### config.mk
export PLATFORM = sky130hd
export DESIGN_NAME = sp_acp_xfer_sched
export DESIGN_NICKNAME = d
export VERILOG_FILES = /design/src/rtl/sp_unit_config.sv /design/src/rtl/sp_acp_cmd_fifo.sv /design/src/rtl/sp_acp_xfer_sched.sv
export SDC_FILE = /design/constraint.sdc
export NUM_CORES = 1
export LEC_CHECK = 0
export ABC_AREA = 1
export CAP_MARGIN = 30
export CORE_MARGIN = 2
export CORE_UTILIZATION = 60
export DETAILED_ROUTE_END_ITERATION = 7
export GPL_TIMING_DRIVEN = 0
export PLACE_DENSITY = 0.82
export SLEW_MARGIN = 40
export SYNTH_ARGS = -nofsm -noshare
export SYNTH_HDL_FRONTEND = slang
export SYNTH_SLANG_ARGS = --single-unit
### constraint.sdc
create_clock -name clk -period 11.8 [get_ports clk]
set_clock_uncertainty 0.15 [all_clocks]
set_input_delay 2.36 -clock clk [delete_from_list [all_inputs] [get_ports clk]]
set_output_delay 2.36 -clock clk [all_outputs]
set_load 0.01 [all_outputs]
### src/rtl/sp_unit_config.sv
// Shared types for the SP ACP transfer path: command word, scheduler states, length codes.
// Latency: n/a (package only).
// Backpressure: n/a (package only).
package sp_unit_config;

    // ACP RAM line address width (16-byte lines) carried inside the command word.
    localparam int SP_ACPRAM_ADDR_WIDTH = 28;

    // Engine length encoding.
    localparam logic ACP_LEN_1BEAT = 1'b0;
    localparam logic ACP_LEN_4BEAT = 1'b1;

    // One transfer request: direction, ACP RAM line, AXI byte address, beat count.
    typedef struct packed {
        logic                            write;
        logic [SP_ACPRAM_ADDR_WIDTH-1:0] acpram_addr;
        logic [31:0]                     axi_addr;
        logic                            len;
    } acp_xfer_cmd_t;

    typedef enum logic [1:0] {
        SCHED_IDLE,
        SCHED_ACK,
        SCHED_RUN
    } sched_state_t;

endpackage

### src/rtl/sp_acp_cmd_fifo.sv
// Per-requester command queue: synchronous FIFO of acp_xfer_cmd_t, DEPTH entries.
// Latency: a push at edge t is visible on head/empty from cycle t+1; no bypass.
// Backpressure: push is ignored while full (even with a simultaneous pop); pop ignored while empty.
//
// Ports:
//   clk, rst       clock, synchronous active-high reset (flushes the queue)
//   push, push_cmd enqueue request and its command
//   pop            dequeue the head
//   full, empty    occupancy flags, derived from registered pointers only
//   head           oldest entry (undefined content while empty)
module sp_acp_cmd_fifo
    import sp_unit_config::*;
#(
    parameter int DEPTH = 4
) (
    input  logic          clk,
    input  logic          rst,
    input  logic          push,
    input  acp_xfer_cmd_t push_cmd,
    input  logic          pop,
    output logic          full,
    output logic          empty,
    output acp_xfer_cmd_t head
);

    localparam int AW = $clog2(DEPTH);

    // One extra pointer bit distinguishes full from empty when the index bits match.
    logic [AW:0]   wr_ptr;
    logic [AW:0]   rd_ptr;
    acp_xfer_cmd_t mem [DEPTH];
    logic          do_push;
    logic          do_pop;

    assign do_push = push & ~full;
    assign do_pop  = pop & ~empty;

    assign empty = (wr_ptr == rd_ptr);
    assign full  = (wr_ptr[AW] != rd_ptr[AW]) && (wr_ptr[AW-1:0] == rd_ptr[AW-1:0]);
    assign head  = mem[rd_ptr[AW-1:0]];

    always_ff @(posedge clk) begin
        if (rst) begin
            wr_ptr <= '0;
            rd_ptr <= '0;
        end else begin
            if (do_push) begin
                wr_ptr <= wr_ptr + 1'b1;
            end
            if (do_pop) begin
                rd_ptr <= rd_ptr + 1'b1;
            end
        end
    end

    // Storage needs no reset: an entry is only read after it has been written.
    always_ff @(posedge clk) begin
        if (do_push) begin
            mem[wr_ptr[AW-1:0]] <= push_cmd;
        end
    end

endmodule

### src/rtl/sp_acp_xfer_sched.sv
// Round-robin scheduler of ACP RAM <-> AXI transfer commands onto the single acpram_axi engine.
// Latency: push to engine start pulse >= 2 cycles; done/err pulse 1 cycle after engine busy falls / ack timeout.
// Backpressure: req_ready[i] = queue i not full; one transfer in flight at a time, next grant after done/err.
//
// Ports:
//   clk, rst                  clock, synchronous active-high reset
//   req_valid/req_ready       per-requester command handshake (push on valid & ready)
//   req_cmd                   per-requester command word
//   req_done/req_err          one-cycle completion / no-acknowledge pulse to the owning requester
//   sched_busy                registered: a queue holds work or a transfer is in flight
//   eng_read/eng_write        one-cycle engine start pulses
//   eng_acpram_addr/axi_addr/len  transfer parameters, held from start until the next grant
//   eng_busy                  engine busy flag
module sp_acp_xfer_sched
    import sp_unit_config::*;
#(
    parameter int NREQ              = 2,
    parameter int DEPTH             = 4,
    // Must equal SP_ACPRAM_ADDR_WIDTH: the command word carries that many address bits.
    parameter int ACPRAM_ADDR_WIDTH = SP_ACPRAM_ADDR_WIDTH,
    parameter int ACK_TIMEOUT       = 15
) (
    input  logic                         clk,
    input  logic                         rst,
    input  logic [NREQ-1:0]              req_valid,
    output logic [NREQ-1:0]              req_ready,
    input  acp_xfer_cmd_t [NREQ-1:0]     req_cmd,
    output logic [NREQ-1:0]              req_done,
    output logic [NREQ-1:0]              req_err,
    output logic                         sched_busy,
    output logic                         eng_read,
    output logic                         eng_write,
    output logic [ACPRAM_ADDR_WIDTH-1:0] eng_acpram_addr,
    output logic [31:0]                  eng_axi_addr,
    output logic                         eng_len,
    input  logic                         eng_busy
);

    localparam int GW = $clog2(NREQ);
    localparam int CW = $clog2(ACK_TIMEOUT + 1);

    logic [NREQ-1:0] full;
    logic [NREQ-1:0] empty;
    logic [NREQ-1:0] pop;
    acp_xfer_cmd_t   heads [NREQ];

    sched_state_t    state;
    sched_state_t    state_nxt;
    // last_grant doubles as the owner of the transfer in flight.
    logic [GW-1:0]   last_grant;
    logic [GW-1:0]   pick;
    logic            any_pend;
    logic            start;
    acp_xfer_cmd_t   sel_cmd;
    logic [CW-1:0]   ack_cnt;
    logic [CW-1:0]   cnt_nxt;
    logic [NREQ-1:0] done_nxt;
    logic [NREQ-1:0] err_nxt;

    // ------------------------------------------------------------------
    // Per-requester queues
    // ------------------------------------------------------------------
    for (genvar g = 0; g < NREQ; g++) begin : g_q
        sp_acp_cmd_fifo #(
            .DEPTH (DEPTH)
        ) u_fifo (
            .clk      (clk),
            .rst      (rst),
            .push     (req_valid[g]),
            .push_cmd (req_cmd[g]),
            .pop      (pop[g]),
            .full     (full[g]),
            .empty    (empty[g]),
            .head     (heads[g])
        );
    end

    assign req_ready = ~full;

    // ------------------------------------------------------------------
    // Round-robin pick: first non-empty queue after last_grant.
    // Scanning offsets from far to near lets the nearest one win.
    // ------------------------------------------------------------------
    always_comb begin
        any_pend = 1'b0;
        pick     = '0;
        for (int k = NREQ; k >= 1; k--) begin
            if (!empty[GW'((int'(last_grant) + k) % NREQ)]) begin
                pick     = GW'((int'(last_grant) + k) % NREQ);
                any_pend = 1'b1;
            end
        end
    end

    assign sel_cmd = heads[pick];

    // ------------------------------------------------------------------
    // FSM next state
    // ------------------------------------------------------------------
    always_comb begin
        state_nxt = state;
        pop       = '0;
        start     = 1'b0;
        cnt_nxt   = ack_cnt;
        done_nxt  = '0;
        err_nxt   = '0;
        case (state)
            SCHED_IDLE: begin
                if (any_pend) begin
                    pop[pick] = 1'b1;
                    start     = 1'b1;
                    cnt_nxt   = '0;
                    state_nxt = SCHED_ACK;
                end
            end
            SCHED_ACK: begin
                if (eng_busy) begin
                    state_nxt = SCHED_RUN;
                end else if (ack_cnt == CW'(ACK_TIMEOUT)) begin
                    // Engine never acknowledged: give the command back as an error.
                    err_nxt[last_grant] = 1'b1;
                    state_nxt           = SCHED_IDLE;
                end else begin
                    cnt_nxt = ack_cnt + 1'b1;
                end
            end
            SCHED_RUN: begin
                if (!eng_busy) begin
                    done_nxt[last_grant] = 1'b1;
                    state_nxt            = SCHED_IDLE;
                end
            end
            default: begin
                state_nxt = SCHED_IDLE;
            end
        endcase
    end

    // ------------------------------------------------------------------
    // State and registered outputs
    // ------------------------------------------------------------------
    always_ff @(posedge clk) begin
        if (rst) begin
            state           <= SCHED_IDLE;
            last_grant      <= GW'(NREQ - 1);
            ack_cnt         <= '0;
            req_done        <= '0;
            req_err         <= '0;
            eng_read        <= 1'b0;
            eng_write       <= 1'b0;
            eng_acpram_addr <= '0;
            eng_axi_addr    <= '0;
            eng_len         <= ACP_LEN_1BEAT;
            sched_busy      <= 1'b0;
        end else begin
            state      <= state_nxt;
            ack_cnt    <= cnt_nxt;
            req_done   <= done_nxt;
            req_err    <= err_nxt;
            eng_read   <= start & ~sel_cmd.write;
            eng_write  <= start & sel_cmd.write;
            sched_busy <= (state != SCHED_IDLE) | ~(&empty);
            // Transfer parameters only change on a new grant so the engine may sample them late.
            if (start) begin
                last_grant      <= pick;
                eng_acpram_addr <= sel_cmd.acpram_addr;
                eng_axi_addr    <= sel_cmd.axi_addr;
                eng_len         <= sel_cmd.len;
            end
        end
    end

endmodule

======== After elaboration in Yosys (flattened, before gate mapping) ========
Memories as Yosys holds them, arrays and structs flattened. A register that Yosys moved wholly into a read port is not among the register bits.
Cells that the tools add are included.
storage, ports and cells
  bits in registers ....................... 87
  bits in writable memories ............... 496
  output and inout port bits .............. 70
  memories ................................ 2
cells by class
  $add $sub $neg .......................... 7
  magnitude comparators ................... 7
  eq/ne operators ......................... 14
  muxes and demuxes ....................... 36
  bitwise logic cells ..................... 18
  reductions and logical operators ........ 12
memory list
  memory             depth  width  read ports  clocked after memory_dff  wr ports  line                   source
  g_q[0].u_fifo.mem  4      62     1           1                         1         sp_acp_cmd_fifo.sv:31  acp_xfer_cmd_t mem [DEPTH];
  g_q[1].u_fifo.mem  4      62     1           1                         1         sp_acp_cmd_fifo.sv:31
operators with widths
  operator               number
  $mux W62               3
  $mux W2                10
  $mux W1                16
  $add A3 B1 Y3 const B  4
  $mux W4                3
  $not A1 Y1             9
  $ne A2 B2 Y1 const B   4
  $pmux W4 S2            1
  $and A1 B1 Y1          6
  $eq A3 B3 Y1           2
  $lt A1 B3 Y1 const B   2
  $pmux W2 S3            1
  $add A4 B1 Y4 const B  1
  $eq A2 B2 Y1           2
  $eq A4 B4 Y1 const B   1
  $logic_and A1 B1 Y1    4
  $lt A1 B2 Y1 const B   2
  $reduce_and A4 Y1      1
  $reduce_bool A2 Y1     2
  $reduce_or A4 Y1       1
  $ne A3 B3 Y1 const B   1
  $reduce_and A3 Y1      1
  $reduce_or A3 Y1       1
  $add A1 B1 Y1 const B  2
  other kinds (11)       14

======== Depth between registers and ports, before layout ========
Gate-level depths: netlist of the first run.
  depth in word-level cells ............... 15
  gate-level depth with buffers ........... 11
  depth with buffers taken out ............ 10

======== By module ========
A second synthesis of the first run with hierarchy kept.
unflattened totals
  cell total of the unflattened synthesis .. 1,945
  area, all modules ....................... 23,869.1 um^2
by module, submodules not included
  module             times used  cells each  area each (um^2)  sequential area each (um^2)
  sp_acp_cmd_fifo    2           675         10,097.2          7,607.3
  sp_acp_xfer_sched  1           595         3,674.8           1,501.4

======== Worst setup path after synthesis of the first run ========
Ideal clock, no wire load.
  path type ............................... input -> register
  start ................................... input port req_valid[1]
  end ..................................... memory g_q[1].u_fifo.mem[3][0] in the netlist's numbering, enable pin
  library setup time ...................... 484 ps
  data arrival time ....................... 5,149 ps
  slack ................................... 6,017 ps
  stages .................................. 2
  path buffers ............................ 0
  path through ............................ nand2_1 > nor2_1
between the ends
  word-level cells in the longest chain between the ends .. 3
ends and longest elaborated chain
  element                        line                     source
  start, declared                sp_acp_xfer_sched.sv:25  input logic [NREQ-1:0] req_valid,
  $and A1 B1 Y1                  sp_acp_cmd_fifo.sv:35    assign do_push = push & ~full;
  $mux W1                        sp_acp_cmd_fifo.sv:58    if (do_push) begin
  $mux W1 (implied by the code)  sp_acp_cmd_fifo.sv:59    mem[wr_ptr[AW-1:0]] <= push_cmd;
  end, declared                  sp_acp_cmd_fifo.sv:31
Every way passes these cells.

======== Worst setup path in the final report of the first run ========
  start ................................... register g_q[0].u_fifo.wr_ptr[0]
  end ..................................... output port req_ready[0]
between the ends
  word-level cells in the longest chain between the ends .. 3
ends and longest elaborated chain
  element                 line                     source
  start, declared         sp_acp_cmd_fifo.sv:29    logic [AW:0] wr_ptr;
  start signal, assigned  sp_acp_cmd_fifo.sv:48    wr_ptr <= wr_ptr + 1'b1;
  $eq A2 B2 Y1            sp_acp_cmd_fifo.sv:39    assign full = (wr_ptr[AW] != rd_ptr[AW]) && (wr_ptr[AW-1:0] == rd_ptr[AW-1:0]);
  $logic_and A1 B1 Y1     sp_acp_cmd_fifo.sv:39
  $not A2 Y2              sp_acp_xfer_sched.sv:78  assign req_ready = ~full;
  end, declared           sp_acp_xfer_sched.sv:26  output logic [NREQ-1:0] req_ready,
Every way passes these cells.

==> results_tabular.tex, run 1 <==
\begin{tabular}{lr}
\hline
Metric & Value \\
\hline
\multicolumn{2}{l}{\textbf{STA}} \\
\quad Minimum period implied by the final worst setup slack & 4.51 ns \\
\quad Hold Fails Final Rpt & 0 \\
\quad Slew of the pin with the lowest slew margin & 0.881 ns \\
\quad Tcrit/Tclk final & 38.3\% \\
\quad Final setup viols & 0 \\
\quad Remaining max-slew budget at the tightest pin & 41.3\% \\
\quad Sum Neg Setup Slack & 0 ns \\
\quad Maximum frequency from static timing analysis & 0.222 GHz \\
\quad Max Slew Vio Count & 0 \\
\quad RSZ-0062 raised after global routing & false \\
\multicolumn{2}{l}{\textbf{Min path}} \\
\quad Worst Hold Path Cells & 2 \\
\quad End point of the most critical hold path & eng\_acpram\_addr[9]\$\_SDFFE\_PP0P\_ \\
\quad Hold Crit Start & eng\_acpram\_addr[9]\$\_SDFFE\_PP0P\_ \\
\quad Tightest Hold Check Type & reg -> reg \\
\multicolumn{2}{l}{\textbf{Clock tree}} \\
\quad Post-CTS repair timing setup buffer count & 0 \\
\quad Clock root buffer & sky130\_fd\_sc\_hd\_\_clkbuf\_16 \\
\quad Post-CTS resize count & 0 \\
\quad Clock-pin slew of the registers on the worst-case setup and hold paths & 0.06 ns \\
\quad Clock latency on the worst-skew pair & 0.60 ns \\
\quad Clock Path Buffers & 3 \\
\quad Number of buffers created by CTS & 55 \\
\quad Maximum level of the CTS H-tree & 2 \\
\quad Total number of clock tree sinks & 587 \\
\quad CTS Hold Buffers Added & 0 \\
\quad TritonCTS clock tree & yes \\
\multicolumn{2}{l}{\textbf{Critical path}} \\
\quad Critical Path Stages & 5 \\
\quad Sum of buffers and inverters on the critical path & 2 \\
\quad Delay of the slowest critical-path stage & 0.60 ns \\
\quad Setup slack, reg-to-reg & 8.91 ns \\
\quad Standard cell with the maximum stage delay on the critical path & sky130\_fd\_sc\_hd\_\_clkdlybuf4s50\_1 \\
\quad Crit path DAT & 2.00 ns \\
\quad Crit-path cells & inv\_2 > nand2\_1 > nand2\_1 > nand4\_1 > clkdlybuf4s50\_1 \\
\quad Depth of the worst register-to-register path & 10 \\
\quad Crit path required time & 9.29 ns \\
\quad Kind of critical path & reg -> out \\
\quad CP endpoint kind & output pin \\
\quad Worst flop-to-flop path endpoint & g\_q[1].u\_fifo.mem[0][13]\$\_DFFE\_PP\_ \\
\quad Worst Setup Start Kind & flip-flop \\
\quad Most prevalent standard cell on the critical path & sky130\_fd\_sc\_hd\_\_nand2\_1 \\
\quad Reg-to-reg critical path startpoint & g\_q[1].u\_fifo.wr\_ptr[0]\$\_SDFFE\_PP0P\_ \\
\quad Cell family with the largest share of critical-path delay & buffers and inverters \\
\quad Critical path fanouts, max & 5 \\
\multicolumn{2}{l}{\textbf{Synth}} \\
\quad Count of synthesis-stage warnings from yosys & 0 \\
\quad Post-synthesis area per instance & 10.9 um\^{}2 \\
\quad Synthesis-stage register bit count & 587 \\
\quad Nets in the synthesized netlist & 2277 \\
\quad Post-synthesis instance area & 23400 um\^{}2 \\
\quad Proportion of synthesized chip area in sequential cells & 71.5\% \\
\quad Number of distinct library cells after synthesis & 26 \\
\quad Predominant post-synthesis flop cell & sky130\_fd\_sc\_hd\_\_edfxtp\_1 \\
\quad Async S/R FF share, synth & 0\% \\
\quad EDFF count, synth & 496 \\
\quad Gate count after technology mapping & 2137 \\
\multicolumn{2}{l}{\textbf{Floorplan}} \\
\quad Die width & 201 um \\
\quad Standard-cell row count & 72 \\
\quad Chip Height & 201 um \\
\quad Area enclosed by the die boundary & 40500 um\^{}2 \\
\quad Core region area & 38600 um\^{}2 \\
\quad Effective utilization at floorplan & 60.6\% \\
\quad I/O Pins & 199 \\
\multicolumn{2}{l}{\textbf{Detailed routing}} \\
\quad Via total after detailed routing & 16800 \\
\quad Pre-antenna DRT Iters & 6 \\
\quad Routed length per placed instance & 20.3 um \\
\quad Antenna-violating nets left & 0 \\
\quad Routed via count divided by cell count & 5.63 \\
\quad Routed wire length & 60.7 mm \\
\quad DRC violations left & 0 \\
\quad Count of routing violations after the opening detailed-route iteration & 1776 \\
\multicolumn{2}{l}{\textbf{Global route}} \\
\quad Vias in the first global route & 16400 \\
\quad Pin count of the biggest net entering global routing & 19 \\
\quad GRT Resource Usage Total & 29.8\% \\
\quad Antenna violations before repair & 5 \\
\quad Total overflow reported by the global router & 0 \\
\quad First-pass GRT wire length & 91.5 mm \\
\multicolumn{2}{l}{\textbf{Power}} \\
\quad Total power density per cell area & 220 nW/um\^{}2 \\
\quad Static power due to leakage & 10.7 nW \\
\quad Worst IR drop on VDD & 0.153 mV \\
\multicolumn{2}{l}{\textbf{Run status}} \\
\quad Outcome & complete, no violations \\
\multicolumn{2}{l}{\textbf{Layout}} \\
\quad Number of standard cells in the layout, taps in and fillers out & 2991 \\
\quad Layout cells sized above 1 & 7.05\% \\
\quad Synth-to-layout area growth & 21.5\% \\
\quad Fin nets & 2563 \\
\multicolumn{2}{l}{\textbf{Placed design}} \\
\quad DPL Wire Length & 41.7 mm \\
\quad Cell count after placement & 2884 \\
\quad IO buf count & 198 \\
\quad Final weighted congestion of routability-driven global placement & 0.877 \\
\multicolumn{2}{l}{\textbf{Job}} \\
\quad Number of maximum-capacitance constraint violations & 0 \\
\hline
\end{tabular}
==> cell usage in the layout, fill, tap and decap left out, types with 6 or more instances in the layout <==
master                            Yosys  final
sky130_fd_sc_hd__o22ai_1             12     12
sky130_fd_sc_hd__ha_1                11     11
sky130_fd_sc_hd__nor2_4               0      8
sky130_fd_sc_hd__nor2_1             415    407
sky130_fd_sc_hd__clkbuf_16            0     57
sky130_fd_sc_hd__clkbuf_8             0      9
sky130_fd_sc_hd__buf_8                0     19
sky130_fd_sc_hd__buf_4               14     14
sky130_fd_sc_hd__dfxtp_1             91     91
sky130_fd_sc_hd__clkinv_1             1      7
sky130_fd_sc_hd__a21oi_1            114    114
sky130_fd_sc_hd__inv_2                6      6
sky130_fd_sc_hd__clkdlybuf4s50_1      0    198
sky130_fd_sc_hd__buf_1               12     12
sky130_fd_sc_hd__nand4_1             51     51
sky130_fd_sc_hd__nand3_1             69     69
sky130_fd_sc_hd__inv_1              142    142
sky130_fd_sc_hd__clkbuf_1            58     79
sky130_fd_sc_hd__o21ai_0            165    165
sky130_fd_sc_hd__edfxtp_1           496    496
sky130_fd_sc_hd__buf_2               35     35
sky130_fd_sc_hd__buf_16               0     12
sky130_fd_sc_hd__clkinv_2             0     10
sky130_fd_sc_hd__nand2_1            431    431
==> tightest hold or removal path, stage by stage, from the launching register on <==
cell and delay, ns:
sky130_fd_sc_hd__dfxtp_1 0.31, sky130_fd_sc_hd__nand2_1 0.06, sky130_fd_sc_hd__a21oi_1 0.05
==> how the worst max path moves through the flow <==
stage,slack (ns),to,from
floorplan,6.02,g_q[1].u_fifo.mem[3][0]$_DFFE_PP_,req_valid[1]
global placement,3.56,g_q[1].u_fifo.mem[3][25]$_DFFE_PP_,req_valid[1]
detailed placement,6.90,g_q[1].u_fifo.mem[0][17]$_DFFE_PP_,req_valid[1]
CTS,7.28,req_ready[0],g_q[0].u_fifo.wr_ptr[0]$_SDFFE_PP0P_
global route,7.21,req_ready[0],g_q[0].u_fifo.wr_ptr[0]$_SDFFE_PP0P_
finish,7.29,req_ready[0],g_q[0].u_fifo.wr_ptr[0]$_SDFFE_PP0P_
==> per-stage QoR <==
stage	util (%)	total power [mW]	instance area (um^2)	worst slack (ns)	hold WS [ns]
floorplan	-	3.70	23400	6.02	0.324
global placement	67.4	4.49	26000	3.56	0.301
detailed placement	69.2	4.58	26700	6.90	0.307
CTS	73.6	6.24	28400	7.28	0.317
global route	73.6	6.52	28400	7.21	0.332
finish	73.6	6.25	28400	7.29	0.313
==> flip-flops by register name (all words and copies together) (netlist names), named ones only <==
| name | flops |
|---|---|
| ack_cnt | 4 |
| eng_acpram_addr | 28 |
| eng_axi_addr | 32 |
| eng_len | 1 |
| eng_read | 1 |
| eng_write | 1 |
| g_q.u_fifo.mem | 496 |
| g_q.u_fifo.rd_ptr | 6 |
| g_q.u_fifo.wr_ptr | 6 |
| last_grant | 1 |
| req_done | 2 |
| req_err | 2 |
| sched_busy | 1 |
| state | 2 |
==> cells by family after synthesis <==
logic type / count (synthesis) / synth area share (%)
xor+xnor: 4 / 0.150
buf+inv: 269 / 4.76
fa+ha+maj: 11 / 0.589
flops: 587 / 71.5
simple gates: 971 / 16.6
compound gates: 295 / 6.38
==> cell type report <==
class / count / area [um^2]
flip-flops and latches: 587 / 16700
clock inverters: 16 / 72.6
multi-input cells: 1281 / 5600
plain buffers: 120 / 554
repair buffers: 229 / 2600
diodes: 4 / 10.0
fillers: 2502 / 10200
well taps: 518 / 648
clock buffers: 87 / 1630
inverters: 149 / 559
==> power breakdown <==
part           internal [mW]  switching [mW]
Sequential              2.46           0.102
Combinational          0.686            1.33
Clock                  0.941           0.726
Total                   4.09            2.16
==> metal layers <==
metal	part of all wire (%)	wire length (um)	vias up	track usage, %
met5	0.040	24	-	0
met4	5.0	3040	4	14.9
met3	9.3	5650	167	4.71
met2	48	29400	862	48.6
met1	37	22600	8004	39.4
li1	-	-	7795	-
==> synthesized netlist by cell type, types with 3 or more instances <==
cell                       instances  area share, %
sky130_fd_sc_hd__a21oi_1         114            2.4
sky130_fd_sc_hd__buf_1            12           0.19
sky130_fd_sc_hd__buf_2            35           0.75
sky130_fd_sc_hd__buf_4            14           0.45
sky130_fd_sc_hd__clkbuf_1         58           0.93
sky130_fd_sc_hd__dfxtp_1          91            7.8
sky130_fd_sc_hd__edfxtp_1        496             64
sky130_fd_sc_hd__ha_1             11           0.59
sky130_fd_sc_hd__inv_1           142            2.3
sky130_fd_sc_hd__inv_2             6          0.096
sky130_fd_sc_hd__nand2_1         431            6.9
sky130_fd_sc_hd__nand3_1          69            1.5
sky130_fd_sc_hd__nand4_1          51            1.4
sky130_fd_sc_hd__nor2_1          415            6.7
sky130_fd_sc_hd__o21ai_0         165            3.5
sky130_fd_sc_hd__o21ai_1           4          0.086
sky130_fd_sc_hd__o22ai_1          12           0.32
sky130_fd_sc_hd__xor2_1            3           0.11
Power figures use the tool's default switching activity.
==> run 2, diff against run 1 <==
Settings changed: CORE_UTILIZATION 60 to 58, PLACE_DENSITY 0.82 to 0.8.
Clock period 11.8 ns to 4.7 ns, I/O delays scaled along.
==> run 2 against run 1 <==
Compared with the run above:
- sequential power grew to 2.5 times the previous value
- utilization is 1.0 points lower
- worst setup slack worse by 5.7 ns
- final cell count is 0.47% higher
- register-to-register slack worse by 6.9 ns
- critical path depth stayed put
- sequential cell count stayed put
- design area is 1.6% higher
- die area is 3.4% higher
- largest power group unchanged
- critical endpoint unchanged
==> results_tabular.tex, run 2 (same netlist as run 1, synthesis figures left out) <==
\begin{tabular}{lr}
\hline
Metric & Value \\
\hline
\multicolumn{2}{l}{\textbf{Layout}} \\
\quad Synth-to-layout area growth & 23.4\% \\
\quad Commonest non-fill, non-tap cell in the layout & sky130\_fd\_sc\_hd\_\_edfxtp\_1 \\
\quad Core utilization of the finished layout & 72.6\% (-1.0 points) \\
\quad Count of fill cells added during filler insertion & 2588 (+3.4\%) \\
\quad Layout cells sized above 1 & 7.72\% (+0.67 points) \\
\quad Number of flip-flops in the largest register & 496 (unchanged) \\
\quad Area of the multi-input gates & 5600 um\^{}2 (unchanged) \\
\quad Commonest cells after routing, fill and taps aside & sky130\_fd\_sc\_hd\_\_edfxtp\_1 (496), sky130\_fd\_sc\_hd\_\_nand2\_1 (431), sky130\_fd\_sc\_hd\_\_nor2\_1 (407) \\
\quad Fin nets & 2566 (+0.12\%) \\
\quad Post-Layout Inst Area & 28900 um\^{}2 (+1.6\%) \\
\quad Sequential Area & 16700 um\^{}2 (unchanged) \\
\multicolumn{2}{l}{\textbf{Min path}} \\
\quad End point of the most critical hold path & eng\_acpram\_addr[14]\$\_SDFFE\_PP0P\_ \\
\quad Worst Hold Path Cells & 2 (unchanged) \\
\quad Hold Crit Start & eng\_acpram\_addr[14]\$\_SDFFE\_PP0P\_ \\
\quad Tightest Hold Check Type & reg -> reg \\
\multicolumn{2}{l}{\textbf{Detailed routing}} \\
\quad Routed length on met1 & 23.4 mm (+3.3\%) \\
\quad Routed wire length & 63.6 mm (+4.7\%) \\
\quad Met2 wire length & 31.1 mm (+5.8\%) \\
\quad Via total after detailed routing & 17200 (+2.0\%) \\
\quad Routed via count divided by cell count & 5.71 (+1.5\%) \\
\quad Met3 routed wirelength & 5.64 mm (-0.16\%) \\
\quad Highest routed layer & met5 \\
\quad Pre-antenna DRT Iters & 6 (unchanged) \\
\quad DRC violations left & 0 (unchanged) \\
\quad Antenna-violating nets left & 0 (unchanged) \\
\quad Routed length per placed instance & 21.2 um (+4.2\%) \\
\quad Count of routing violations after the opening detailed-route iteration & 1672 (-5.9\%) \\
\multicolumn{2}{l}{\textbf{Clock tree}} \\
\quad Post-CTS resize count & 0 (unchanged) \\
\quad Clock-pin slew of the registers on the worst-case setup and hold paths & 0.06 ns (about the same) \\
\quad CTS Hold Buffers Added & 0 (unchanged) \\
\quad Clock root buffer & sky130\_fd\_sc\_hd\_\_clkbuf\_16 \\
\quad TritonCTS clock tree & yes \\
\quad Total number of clock tree sinks & 587 (unchanged) \\
\quad Maximum level of the CTS H-tree & 2 (unchanged) \\
\quad Post-CTS repair timing setup buffer count & 0 (unchanged) \\
\quad Clock latency on the worst-skew pair & 0.62 ns (+0.02 ns) \\
\quad Clock Path Buffers & 3 (unchanged) \\
\quad Number of buffers created by CTS & 57 (+3.6\%) \\
\multicolumn{2}{l}{\textbf{Floorplan}} \\
\quad Effective utilization at floorplan & 58.8\% (-1.8 points) \\
\quad I/O Pins & 199 (unchanged) \\
\quad Chip Height & 205 um (+1.7\%) \\
\quad Standard-cell row count & 73 (+1.4\%) \\
\quad Area enclosed by the die boundary & 41900 um\^{}2 (+3.4\%) \\
\quad Die width & 205 um (+1.7\%) \\
\quad Core region area & 39700 um\^{}2 (+3.0\%) \\
\multicolumn{2}{l}{\textbf{STA}} \\
\quad Max Slew Vio Count & 0 (unchanged) \\
\quad Final setup viols & 0 (unchanged) \\
\quad Minimum period implied by the final worst setup slack & 3.14 ns \\
\quad Tcrit/Tclk final & 66.9\% \\
\quad Sum Neg Setup Slack & 0 ns (unchanged) \\
\quad Maximum frequency from static timing analysis & 0.318 GHz \\
\quad Hold Fails Final Rpt & 0 (unchanged) \\
\quad Remaining max-slew budget at the tightest pin & 41.4\% (+0.098 points) \\
\quad Slew of the pin with the lowest slew margin & 0.880 ns (-0.00146 ns) \\
\quad RSZ-0062 raised after global routing & false \\
\multicolumn{2}{l}{\textbf{Critical path}} \\
\quad Setup slack, reg-to-reg & 1.99 ns (-6.92 ns) \\
\quad Critical path fanouts, max & 5 (unchanged) \\
\quad Delay of the slowest critical-path stage & 0.61 ns (about the same) \\
\quad Worst Setup Start Kind & flip-flop \\
\quad Standard cell with the maximum stage delay on the critical path & sky130\_fd\_sc\_hd\_\_clkdlybuf4s50\_1 \\
\quad CP endpoint kind & output pin \\
\quad Most prevalent standard cell on the critical path & sky130\_fd\_sc\_hd\_\_nand2\_1 \\
\quad Worst flop-to-flop path endpoint & g\_q[0].u\_fifo.mem[3][25]\$\_DFFE\_PP\_ \\
\quad Sum of buffers and inverters on the critical path & 2 (unchanged) \\
\quad Depth of the worst register-to-register path & 9 (-1) \\
\quad Crit path DAT & 2.05 ns (+0.05 ns) \\
\quad Crit-path cells & inv\_2 > nand2\_1 > nand2\_1 > nand4\_1 > clkdlybuf4s50\_1 \\
\quad Crit path required time & 3.61 ns (-5.68 ns) \\
\quad Reg-to-reg critical path startpoint & g\_q[0].u\_fifo.wr\_ptr[0]\$\_SDFFE\_PP0P\_ \\
\quad Cell family with the largest share of critical-path delay & buffers and inverters \\
\quad Kind of critical path & reg -> out \\
\multicolumn{2}{l}{\textbf{Power}} \\
\quad Power after layout & 16.5 mW (+160\%) \\
\quad Worst IR drop on VDD & 0.458 mV (+200\%) \\
\quad Static power due to leakage & 10.9 nW (+1.9\%) \\
\quad Total power density per cell area & 572 nW/um\^{}2 (+160\%) \\
\multicolumn{2}{l}{\textbf{Global route}} \\
\quad First-pass GRT wire length & 95.1 mm (+3.9\%) \\
\quad Vias in the first global route & 17100 (+4.7\%) \\
\quad Antenna violations before repair & 6 (+1) \\
\quad Total overflow reported by the global router & 0 (unchanged) \\
\quad GRT Resource Usage Total & 30.5\% (+0.64 points) \\
\quad Pin count of the biggest net entering global routing & 19 (unchanged) \\
\multicolumn{2}{l}{\textbf{Run status}} \\
\quad Outcome & complete, no violations \\
\multicolumn{2}{l}{\textbf{Job}} \\
\quad Number of maximum-capacitance constraint violations & 0 (unchanged) \\
\multicolumn{2}{l}{\textbf{Placed design}} \\
\quad IO buf count & 198 (unchanged) \\
\quad DPL Wire Length & 43.0 mm (+3.0\%) \\
\quad Final weighted congestion of routability-driven global placement & 0.910 (+3.8\%) \\
\quad Cell area reported after detailed placement & 26800 um\^{}2 (+0.37\%) \\
\hline
\end{tabular}
==> run 2: cell count changes in the layout (fill, tap and decap cells not counted) <==
cell,delta
sky130_fd_sc_hd__buf_16,+6
sky130_fd_sc_hd__buf_8,-5
sky130_fd_sc_hd__bufinv_16,+11
sky130_fd_sc_hd__clkbuf_1,-12
sky130_fd_sc_hd__clkbuf_16,+2
sky130_fd_sc_hd__clkbuf_8,-3
sky130_fd_sc_hd__clkinv_2,+1
sky130_fd_sc_hd__clkinv_8,+2
sky130_fd_sc_hd__clkinvlp_4,+1
sky130_fd_sc_hd__diode_2,+2
sky130_fd_sc_hd__inv_6,+2
==> run 2: how the worst max path moves through the flow <==
stage / from / end / slack [ns] / depth (start not counted)
2_1_floorplan: req_valid[1] / g_q[1].u_fifo.mem[3][0]$_DFFE_PP_ / 0.34 / 2
3_3_place_gp: req_valid[1] / g_q[1].u_fifo.mem[0][16]$_DFFE_PP_ / -2.22 / 3
3_5_place_dp: req_valid[0] / g_q[0].u_fifo.mem[3][29]$_DFFE_PP_ / 1.45 / 6
4_1_cts: g_q[0].u_fifo.wr_ptr[0]$_SDFFE_PP0P_ / req_ready[0] / 1.58 / 5
5_1_grt: g_q[0].u_fifo.wr_ptr[0]$_SDFFE_PP0P_ / req_ready[0] / 1.49 / 5
6_report: g_q[0].u_fifo.wr_ptr[0]$_SDFFE_PP0P_ / req_ready[0] / 1.56 / 5
==> run 2: worst register-to-register path, cell delays in order, from the launching register on <==
cell                      delay [ns]
sky130_fd_sc_hd__dfxtp_1        0.45
sky130_fd_sc_hd__inv_2          0.10
sky130_fd_sc_hd__nand2_1        0.07
sky130_fd_sc_hd__nand2_1        0.07
sky130_fd_sc_hd__nand4_1        0.14
sky130_fd_sc_hd__nand2_1        0.35
sky130_fd_sc_hd__nor2_4         0.49
sky130_fd_sc_hd__buf_16         0.22
sky130_fd_sc_hd__buf_8          0.18
sky130_fd_sc_hd__buf_16         0.17
==> run 2: power by group <==
part / switching (mW) / total (mW) / internal [mW]
Clock: 1.95 / 4.95 / 3.00
Combinational: 3.38 / 5.11 / 1.73
Sequential: 0.272 / 6.46 / 6.19
Total: 5.60 / 16.5 / 10.9
==> run 2: area by class of cell <==
class | instances | share of cell area, %
clock buffers | 74 | 5.52
repair buffers | 230 | 9.32
inverters | 149 | 1.94
multi-input cells | 1281 | 19.4
flip-flops and latches | 587 | 57.9
diodes | 6 | 0.0520
plain buffers | 120 | 1.92
well taps | 525 | 2.28
clock inverters | 33 | 1.61
==> run 2: metrics by stage <==
stage,hold slack (ns),setup WS [ns],cells
final,0.313,1.56,3005
after global routing,0.336,1.49,3001
after CTS,0.316,1.58,2999
after detailed placement,0.306,1.45,2892
after global placement,0.302,-2.22,2860
after floorplan,0.324,0.337,2137
==> run 2: routing by layer <==
metal  vias to the layer above  GRT usage, %
li1                       7814             -
met1                      8253          38.5
met2                       911          50.8
met3                       190          4.66
met4                         2          16.6
met5                         -             0
